`config.mk`:
```
export PLATFORM = sky130hd
export DESIGN_NAME = vpu_scratch_mem_flat
export DESIGN_NICKNAME = d
export VERILOG_FILES = /design/src/rtl/vpu_scratch_mem_if.sv /design/src/rtl/vpu_scratch_mem.sv /design/src/flat_wrapper.sv
export SDC_FILE = /design/constraint.sdc
export NUM_CORES = 2
export LEC_CHECK = 0
export ABC_AREA = 1
export CELL_PAD_IN_SITES_DETAIL_PLACEMENT = 2
export CELL_PAD_IN_SITES_GLOBAL_PLACEMENT = 2
export CORE_MARGIN = 2
export CORE_UTILIZATION = 34
export DETAILED_ROUTE_END_ITERATION = 16
export PLACE_DENSITY_LB_ADDON = 0.05
export SLEW_MARGIN = 20
export SYNTH_ARGS = -nofsm -noshare
export SYNTH_HDL_FRONTEND = slang
export SYNTH_SLANG_ARGS = --single-unit
```
`constraint.sdc`:
```
create_clock -name clk -period 2.7 [get_ports clk]
set_clock_uncertainty 0.15 [all_clocks]
set_input_delay 0.81 -clock clk [delete_from_list [all_inputs] [get_ports clk]]
set_output_delay 0.81 -clock clk [all_outputs]
set_load 0.005 [all_outputs]
```
`src/rtl/vpu_scratch_mem_if.sv`:
```
// Bus bundle between the host / VPU side and the scratch memory.
// The master modport drives requests; the slave modport is the memory.
interface vpu_scratch_mem_if #(
    parameter int DATA_W = 32,
    parameter int ADDR_W = 13
);
    logic              host_we;
    logic [ADDR_W-1:0] host_addr;
    logic [DATA_W-1:0] host_wdata;
    logic [DATA_W-1:0] host_rdata;
    logic              host_go;
    logic [7:0]        host_count;
    logic [ADDR_W-1:0] addr_a;
    logic [ADDR_W-1:0] addr_b;
    logic [ADDR_W-1:0] addr_c;
    logic [DATA_W-1:0] data_c;
    logic              vpu_done;
    logic [DATA_W-1:0] data_a;
    logic [DATA_W-1:0] data_b;
    logic              mem_rdy;
    logic              mem_read_en;
    logic              mem_write_en;
    logic              busy;
    logic              err;

    modport master (
        output host_we, host_addr, host_wdata, host_go, host_count,
        output addr_a, addr_b, addr_c, data_c, vpu_done,
        input  host_rdata, data_a, data_b,
        input  mem_rdy, mem_read_en, mem_write_en, busy, err
    );

    modport slave (
        input  host_we, host_addr, host_wdata, host_go, host_count,
        input  addr_a, addr_b, addr_c, data_c, vpu_done,
        output host_rdata, data_a, data_b,
        output mem_rdy, mem_read_en, mem_write_en, busy, err
    );
endinterface

```
`src/rtl/vpu_scratch_mem.sv`:
```
// Scratch memory shared by a host and a VPU. The host loads/reads words
// while idle; after host_go the block serves host_count VPU instructions,
// each one an ARM (mem_rdy) cycle followed by SERVE until vpu_done.
// Optional feature macro: VPU_MEM_WDOG_EN adds a 63-cycle SERVE watchdog.
module vpu_scratch_mem #(
    parameter int DATA_W = 32,
    parameter int ADDR_W = 13,
    parameter int DEPTH  = 32
) (
    input logic              clk,
    input logic              rst_n,
    vpu_scratch_mem_if.slave bus
);
    localparam int                IDX_W   = (DEPTH > 1) ? $clog2(DEPTH) : 1;
    localparam logic [ADDR_W-1:0] DEPTH_A = ADDR_W'(DEPTH);

    typedef enum logic [1:0] {
        IDLE  = 2'd0,
        ARM   = 2'd1,
        SERVE = 2'd2
    } state_t;

    state_t            state_reg;
    logic [7:0]        credit_reg;
    logic [DATA_W-1:0] data_a_reg;
    logic [DATA_W-1:0] data_b_reg;
    logic [DATA_W-1:0] host_rdata_reg;
    logic              mem_rdy_reg;
    logic              read_en_reg;
    logic              write_en_reg;
    logic              busy_reg;
    logic              err_reg;

    logic [DATA_W-1:0] word_arr [DEPTH];

    logic              a_ok, b_ok, c_ok, h_ok;
    logic [IDX_W-1:0]  a_idx, b_idx, c_idx, h_idx;
    logic [DATA_W-1:0] rd_a, rd_b, rd_h;
    logic              go_ok, done_serve, host_wr, vpu_wr;
    logic              serve_exit, read_upd, err_set;
    logic              wdog_expire;

    // Address range checks, read muxes (out-of-range reads as zero) and control decode
    always_comb begin
        a_ok       = bus.addr_a    < DEPTH_A;
        b_ok       = bus.addr_b    < DEPTH_A;
        c_ok       = bus.addr_c    < DEPTH_A;
        h_ok       = bus.host_addr < DEPTH_A;
        a_idx      = bus.addr_a[IDX_W-1:0];
        b_idx      = bus.addr_b[IDX_W-1:0];
        c_idx      = bus.addr_c[IDX_W-1:0];
        h_idx      = bus.host_addr[IDX_W-1:0];
        rd_a       = a_ok ? word_arr[a_idx] : '0;
        rd_b       = b_ok ? word_arr[b_idx] : '0;
        rd_h       = h_ok ? word_arr[h_idx] : '0;
        go_ok      = (state_reg == IDLE) && bus.host_go && (bus.host_count != 8'd0);
        done_serve = (state_reg == SERVE) && bus.vpu_done;
        host_wr    = (state_reg == IDLE) && bus.host_we && h_ok;
        vpu_wr     = done_serve && c_ok;
        serve_exit = (done_serve && (credit_reg == 8'd1)) || wdog_expire;
        // Operand reads refresh only on edges that leave the block in ARM/SERVE,
        // so data_a/data_b hold their last value while mem_read_en is low.
        read_upd   = go_ok || (state_reg == ARM) || ((state_reg == SERVE) && !serve_exit);
        err_set    = (bus.host_we  && ((state_reg != IDLE)  || !h_ok))
                   || (bus.vpu_done && ((state_reg != SERVE) || !c_ok))
                   || wdog_expire;
    end

    // Storage words; host and VPU writes are exclusive because they need different states
    for (genvar gi = 0; gi < DEPTH; gi++) begin : g_word
        logic [DATA_W-1:0] word_reg;

        // One word: cleared by reset, written by the VPU in SERVE or the host in IDLE
        always_ff @(posedge clk or negedge rst_n) begin
            if (!rst_n) begin
                word_reg <= '0;
            end else if (vpu_wr && (c_idx == IDX_W'(gi))) begin
                word_reg <= bus.data_c;
            end else if (host_wr && (h_idx == IDX_W'(gi))) begin
                word_reg <= bus.host_wdata;
            end
        end

        assign word_arr[gi] = word_reg;
    end

`ifdef VPU_MEM_WDOG_EN
    logic [5:0] wdog_reg;

    // Watchdog: restarts in ARM (entry to SERVE), counts every SERVE cycle
    always_ff @(posedge clk or negedge rst_n) begin
        if (!rst_n) begin
            wdog_reg <= '0;
        end else if (state_reg == ARM) begin
            wdog_reg <= '0;
        end else if (state_reg == SERVE) begin
            wdog_reg <= wdog_reg + 6'd1;
        end
    end

    // The 63rd SERVE cycle without vpu_done is the last one
    assign wdog_expire = (state_reg == SERVE) && !bus.vpu_done && (wdog_reg == 6'd62);
`else
    assign wdog_expire = 1'b0;
`endif

    // Control FSM with registered handshake outputs, read ports and sticky error
    always_ff @(posedge clk or negedge rst_n) begin
        if (!rst_n) begin
            state_reg      <= IDLE;
            credit_reg     <= '0;
            mem_rdy_reg    <= 1'b0;
            read_en_reg    <= 1'b0;
            write_en_reg   <= 1'b0;
            busy_reg       <= 1'b0;
            err_reg        <= 1'b0;
            data_a_reg     <= '0;
            data_b_reg     <= '0;
            host_rdata_reg <= '0;
        end else begin
            write_en_reg   <= done_serve;
            host_rdata_reg <= rd_h;
            if (read_upd) begin
                data_a_reg <= rd_a;
                data_b_reg <= rd_b;
            end
            // A new error in the same cycle as an accepted go wins over the clear
            if (err_set) begin
                err_reg <= 1'b1;
            end else if (go_ok) begin
                err_reg <= 1'b0;
            end
            case (state_reg)
                IDLE: begin
                    if (go_ok) begin
                        credit_reg  <= bus.host_count;
                        state_reg   <= ARM;
                        mem_rdy_reg <= 1'b1;
                        read_en_reg <= 1'b1;
                        busy_reg    <= 1'b1;
                    end
                end
                ARM: begin
                    state_reg   <= SERVE;
                    mem_rdy_reg <= 1'b0;
                end
                SERVE: begin
                    if (done_serve) begin
                        credit_reg <= credit_reg - 8'd1;
                        if (credit_reg != 8'd1) begin
                            state_reg   <= ARM;
                            mem_rdy_reg <= 1'b1;
                        end else begin
                            state_reg   <= IDLE;
                            read_en_reg <= 1'b0;
                            busy_reg    <= 1'b0;
                        end
                    end else if (wdog_expire) begin
                        state_reg   <= IDLE;
                        credit_reg  <= '0;
                        read_en_reg <= 1'b0;
                        busy_reg    <= 1'b0;
                    end
                end
                default: begin
                    state_reg   <= IDLE;
                    credit_reg  <= '0;
                    mem_rdy_reg <= 1'b0;
                    read_en_reg <= 1'b0;
                    busy_reg    <= 1'b0;
                end
            endcase
        end
    end

    assign bus.data_a       = data_a_reg;
    assign bus.data_b       = data_b_reg;
    assign bus.host_rdata   = host_rdata_reg;
    assign bus.mem_rdy      = mem_rdy_reg;
    assign bus.mem_read_en  = read_en_reg;
    assign bus.mem_write_en = write_en_reg;
    assign bus.busy         = busy_reg;
    assign bus.err          = err_reg;
endmodule

```
`src/flat_wrapper.sv`:
```
// flat-port wrapper written by rule: the top's interface ports become plain ports
module vpu_scratch_mem_flat 
#(
    parameter int DATA_W = 32,
    parameter int ADDR_W = 13,
    parameter int DEPTH  = 32
)
  (clk, rst_n, bus_host_we, bus_host_addr, bus_host_wdata, bus_host_go, bus_host_count, bus_addr_a, bus_addr_b, bus_addr_c, bus_data_c, bus_vpu_done, bus_host_rdata, bus_data_a, bus_data_b, bus_mem_rdy, bus_mem_read_en, bus_mem_write_en, bus_busy, bus_err);
  vpu_scratch_mem_if #(.DATA_W(DATA_W), .ADDR_W(ADDR_W)) bus_i ();
  input logic clk;
  input logic rst_n;
  input wire logic [$bits(bus_i.host_we)-1:0] bus_host_we;
  input wire logic [$bits(bus_i.host_addr)-1:0] bus_host_addr;
  input wire logic [$bits(bus_i.host_wdata)-1:0] bus_host_wdata;
  input wire logic [$bits(bus_i.host_go)-1:0] bus_host_go;
  input wire logic [$bits(bus_i.host_count)-1:0] bus_host_count;
  input wire logic [$bits(bus_i.addr_a)-1:0] bus_addr_a;
  input wire logic [$bits(bus_i.addr_b)-1:0] bus_addr_b;
  input wire logic [$bits(bus_i.addr_c)-1:0] bus_addr_c;
  input wire logic [$bits(bus_i.data_c)-1:0] bus_data_c;
  input wire logic [$bits(bus_i.vpu_done)-1:0] bus_vpu_done;
  output wire logic [$bits(bus_i.host_rdata)-1:0] bus_host_rdata;
  output wire logic [$bits(bus_i.data_a)-1:0] bus_data_a;
  output wire logic [$bits(bus_i.data_b)-1:0] bus_data_b;
  output wire logic [$bits(bus_i.mem_rdy)-1:0] bus_mem_rdy;
  output wire logic [$bits(bus_i.mem_read_en)-1:0] bus_mem_read_en;
  output wire logic [$bits(bus_i.mem_write_en)-1:0] bus_mem_write_en;
  output wire logic [$bits(bus_i.busy)-1:0] bus_busy;
  output wire logic [$bits(bus_i.err)-1:0] bus_err;
  assign bus_i.host_we = bus_host_we;
  assign bus_i.host_addr = bus_host_addr;
  assign bus_i.host_wdata = bus_host_wdata;
  assign bus_i.host_go = bus_host_go;
  assign bus_i.host_count = bus_host_count;
  assign bus_i.addr_a = bus_addr_a;
  assign bus_i.addr_b = bus_addr_b;
  assign bus_i.addr_c = bus_addr_c;
  assign bus_i.data_c = bus_data_c;
  assign bus_i.vpu_done = bus_vpu_done;
  assign bus_host_rdata = bus_i.host_rdata;
  assign bus_data_a = bus_i.data_a;
  assign bus_data_b = bus_i.data_b;
  assign bus_mem_rdy = bus_i.mem_rdy;
  assign bus_mem_read_en = bus_i.mem_read_en;
  assign bus_mem_write_en = bus_i.mem_write_en;
  assign bus_busy = bus_i.busy;
  assign bus_err = bus_i.err;
  vpu_scratch_mem #(.DATA_W(DATA_W), .ADDR_W(ADDR_W), .DEPTH(DEPTH)) u_core (.clk(clk), .rst_n(rst_n), .bus(bus_i));
endmodule
```
Word-level counts from Yosys, hierarchy flattened
Index checks and enable logic that the tools add are counted.

Register bits after elaboration: 1134. Input bits: 129. Word-level logic and storage cells: 340. Output and inout port bits: 101.

Mux-type cells: 92. Add/sub/neg operators: 1. Eq/ne operators: 71. Reduce and logical (&&, ||, !) cells: 124. Bitwise logic cells: 4. Order comparisons: 7.

Operators with widths (count): $mux W32 (73); $bmux W32 S5 (3); $eq A5 B5 Y1 const B (32); $eq A5 B4 Y1 const B (16); $logic_and A1 B1 Y1 (74); $reduce_bool A2 Y1 (34); $lt A13 B6 Y1 const B (4); $eq A5 B3 Y1 const B (8); $pmux W8 S3 (1); $eq A5 B2 Y1 const B (4); $ge A6 B6 Y1 const B (3); $not A5 Y6 (3); $mux W8 (2); $eq A5 B1 Y1 const B (2); $logic_not A5 Y1 (2); $eq A8 B1 Y1 const B (1); $mux W1 (8); $ne A8 B1 Y1 const B (1); $reduce_bool A8 Y1 (1); $sub A8 B1 Y8 const B (1); $ne A2 B2 Y1 const B (3); $pmux W2 S3 (1); $reduce_and A3 Y1 (2); $logic_or A1 B1 Y1 (5); 11 further kinds (15).

Depth between registers and ports, before layout
Depth after elaboration: 6. Mapped depth: 14. Mapped depth without buffers: 10.

Worst setup path before layout
OpenSTA, ideal clock, no wires.

Path kind: input to register. From: input port bus_addr_b[0]. To: register u_core.data_b_reg[10], in the netlist u_core.bus.data_b[10]. Arrival: 2.248 ns. Required time: 2.432 ns. Stages: 12. Path buffers: 4. Setup time: 0.118 ns. Path slack: 0.184 ns. Path through: buf_2 -> inv_1 -> clkbuf_1 -> clkbuf_1 -> clkbuf_1 -> nand2_1 -> nand3_1 -> nand3_1 -> nand3_1 -> nand3_1 -> nand3_1 -> nand2_1.

Longest elaborated chain between the ends: 5. Elaborated cells on any way between the ends: 6. Classes of those cells: 1 x order compare; 4 x mux; 1 x bitwise.

Ends and longest elaborated chain: start, declared (RTL line flat_wrapper.sv:18) `input wire logic [$bits(bus_i.addr_b)-1:0] bus_addr_b;`; $not A5 Y6 (implied by the code) (RTL line vpu_scratch_mem.sv:54) `rd_b = b_ok ? word_arr[b_idx] : '0;`; $bmux W32 S5 (RTL line vpu_scratch_mem.sv:54); $mux W32 (implied by the code) (2 in a row) (RTL line vpu_scratch_mem.sv:54); $mux W32 (*) (RTL line vpu_scratch_mem.sv:54); end signal, assigned (RTL line vpu_scratch_mem.sv:125) `data_b_reg <= rd_b;`; end, declared (RTL line vpu_scratch_mem.sv:26) `logic [DATA_W-1:0] data_b_reg;`.

Mark *: on every way between the ends. The rest lies on a longest branch, timed or not. The select of a mux whose other input is x is not followed. A chain may end at the register's enable or synchronous reset.

Worst setup path in the final report
From: input port bus_addr_c[3]. To: register u_core.g_word[27].word_reg[26].

Longest elaborated chain between the ends: 4. Elaborated cells on any way between the ends: 6. Classes of those cells: 1 x order compare; 1 x eq/ne; 1 x mux; 3 x reduce/logical.

Ends and longest elaborated chain: start, declared (RTL line flat_wrapper.sv:19) `input wire logic [$bits(bus_i.addr_c)-1:0] bus_addr_c;`; $lt A13 B6 Y1 (RTL line vpu_scratch_mem.sv:47) `c_ok = bus.addr_c < DEPTH_A;`; $logic_and A1 B1 Y1 (RTL line vpu_scratch_mem.sv:59) `vpu_wr = done_serve && c_ok;`; $logic_and A1 B1 Y1 (*) (RTL line vpu_scratch_mem.sv:77) `end else if (vpu_wr && (c_idx == IDX_W'(gi))) begin`; $mux W32 / $reduce_bool A2 Y1 (equally long branches); end signal, assigned (RTL line vpu_scratch_mem.sv:78) `word_reg <= bus.data_c;`; end signal, assigned (RTL line vpu_scratch_mem.sv:80) `word_reg <= bus.host_wdata;`; end, declared (RTL line vpu_scratch_mem.sv:71) `logic [DATA_W-1:0] word_reg;`.

Mark *: on every way between the ends. The rest lies on a longest branch, timed or not.

==> metrics.md <==
| Metric | Value |
|---|---|
| Crit start category | `primary input` |
| Cell area after layout | `0.1112 mm^2` |
| Vias in the first global route | `124,500` |
| H-tree Lvls | `4` |
| Yosys cell types | `31` |
| Skew-Pair Late Insertion Delay | `0.86 ns` |
| Vias | `120,500` |
| Drt via density | `6.512` |
| P&R area growth vs syn | `28.10%` |
| Syn_nets | `14,740` |
| Gate Count Post-Synth | `14,610` |
| DR top layer | `met5` |
| CTS root buffer | `clkbuf_16` |
| Final setup viols | `29` |
| Total negative slack | `-0.6967 ns` |
| Setup crit end kind | `flip-flop` |
| Status | `finished with violations` |
| Area of placed instances | `0.1050 mm^2` |
| Cts bufs inserted | `160` |
| Critical Path Fanout Max | `20` |
| Final Worst Setup Slack | `-0.06328 ns` |
| Wire length on met1 | `254,700 um` |
| HP Class | `in2async` |
| Critical path class | `in2reg` |
| CTS tree | `done` |
| Remaining DRCs | `0` |
| IO Port Bufs | `229` |
| Power per cell area | `459.6 mW/mm^2` |
| Starting DRT DRC Count | `16,290` |
| Die Ht | `509.3 um` |
| Fin util | `43.79%` |
| GPL Wtd Cong | `0.9961` |
| Initial antenna violation count | `81` |
| DRT Wirelength | `683,400 um` |
| DIE WIDTH | `509.3 um` |
| First-pass GRT wire length | `943,900 um` |
| Post-DP HPWL | `463,100 um` |
| DR WL met2 | `282,200 um` |
| Fin. max-slew vios | `0` |
| Clock Tree Buf Depth | `3` |
| Seq/Total Area, Yosys | `32.69%` |
| Die area | `0.2593 mm^2` |
| Drt wl/cell | `36.91 um` |
| LEAKAGE | `54.09 nW` |
| Yosys reg bits | `1,134` |
| CTS clk-pin slew, worst paths | `0.06 ns` |
| Core area | `0.2539 mm^2` |
| Post-DRT Antenna Nets | `0` |
| Crit path required time | `3.36 ns` |
| Max-Cap Viols | `0` |
| Initial Utilization | `34.18%` |
| RSZ-0062 raised after global routing | `yes` |
| Period Utilization, post-route | `102.3%` |
| Post-layout net count | `15,110` |
| Fmax | `361.9 MHz` |
| Max-slew headroom | `20.36%` |
| Crit path DAT | `3.42 ns` |
| Clock Sink Count | `1,134` |
| Failing checks | `setup timing` |
| Total track usage | `50.88%` |
| Grt total ovfl | `0` |
| Metal3 WL | `79,560 um` |
| Placement Rows | `185` |
| Layout cells sized above 1 | `11.34%` |
| Synthesized area per cell | `5.941 um^2` |
| Post-layout min period | `2.763 ns` |
| DRT Pass-1 Iters | `6` |
| Mapped Area | `0.08680 mm^2` |
| Final Hold Viols | `0` |
| Largest register FFs | `1,024` |
| Pre-CTS setup slack | `-0.9950 ns` |
| Worst Tran Pin Value | `1.195 ns` |
| Ys Warns | `0` |
| Pin count of the biggest net entering global routing | `95` |
| Max VDD drop | `0.7710 mV` |
| I/O pin count | `230` |
through the flow:
stage,hold WS (ns),power (mW),std cells
finish,0.3112,51.10,18510
floorplan,0.3263,22.11,14610
global placement,0.3279,27.71,18150
global route,0.3286,51.97,18470
CTS,0.2799,50.56,18450
detailed placement,0.3514,28.06,18150
layout make-up:
cell class / count / area, um^2
Sequential cell: 1134 / 28400
Antenna cell: 43 / 107.6
Clock buffer: 249 / 4895
Timing Repair Buffer: 1527 / 19950
Clock inverter: 38 / 470.5
Inverter: 1062 / 4056
Multi-Input combinational cell: 11090 / 49110
Tap cell: 3366 / 4212
Fill cell: 30660 / 142700
layer usage:
layer	GRT usage, %	up-vias
met5	0	-
met4	42.93	46
met3	14.80	2792
met2	73.23	8430
met1	62.41	61490
li1	-	47790
layout by cell type (no fill, tap or decap), drive strengths merged, types with 64 or more instances in the layout:
| master | count |
|---|---|
| buf | 1299 |
| a21oi | 199 |
| nand2 | 5828 |
| o22ai | 129 |
| nor2 | 532 |
| clkdlybuf4s50 | 116 |
| a22oi | 64 |
| dlygate4sd2 | 95 |
| nand4 | 128 |
| o21ai | 1127 |
| dfrtp | 1134 |
| inv | 1063 |
| nand3 | 3014 |
| clkbuf | 261 |
kinds of logic (layout without fill, tap and decap cells):
logic type / Yosys count / after routing / synth area share, %
simple gates: 9509 / 9509 / 46.11
flops: 1134 / 1134 / 32.69
compound gates: 1583 / 1583 / 9.684
buf+inv: 2381 / 2876 / 11.48
fa+ha+maj: 2 / 2 / 0.02883
other cells: 0 / 43 / 0
path summary, 6_finish.rpt:
kind                                startpoint                        endpoint  slack, ns  depth (start not counted)
max                              bus_addr_c[3]  u_core.g_word[27].word_reg[26]      -0.06                         11
min                                      rst_n   u_core.g_word[23].word_reg[1]       0.31                          2
max reg2reg                u_core.state_reg[0]   u_core.g_word[14].word_reg[7]       0.01                         13
min reg2reg                     u_core.bus.err                  u_core.bus.err       0.36                          2
max in group asynchronous                rst_n   u_core.g_word[28].word_reg[3]       1.04                          4
min in group clk                u_core.bus.err                  u_core.bus.err       0.36                          2
cell usage after synthesis, drive strengths merged:
master  count  area [um^2]
nand2    5828        22080
inv      1060         3979
a32oi       1        8.760
o22ai     129        807.0
ha          2        25.02
nand4     128        800.8
clkinv      2        7.510
buf       482         2836
nand3    3014        15080
clkbuf    837         3142
o21ai    1127         5640
o211ai     63        473.0
nor3        1        5.000
and2        1        6.260
nor2      532         2014
a21oi     199        996.0
dfrtp    1134        28380
a22oi      64        480.5
or2         3        18.77
nor4        2        12.51
power by group:
group / internal, mW / switching (mW) / total (mW) / leakage (nW)
combinational: 3.29 / 7.78 / 11.1 / 40.9
clock: 13.1 / 9.63 / 22.7 / 2.65
sequential: 17.2 / 0.122 / 17.3 / 10.5
total: 33.6 / 17.5 / 51.1 / 54.1
timing repair:
action                                  in CTS  in global routing
cloned                                       0                 12
hold buffers                                 1                  0
pin swaps                                    3                  7
setup buffers                               10                 11
endpoints found under the setup margin     171                313
hold endpoints to repair                    44                  0
resized for setup                          123                 51
worst max-delay path, cell delays in order:
cell and delay, ns:
clkdlybuf4s50_1 0.51, buf_12 0.15, inv_1 0.05, nor2_1 0.30, nand2_1 0.28, nor2_4 0.35
nand2_2 0.26, nand2_8 0.23, buf_12 0.21, nand2_1 0.11, o21ai_1 0.08
(Power assumes the default switching activity.)
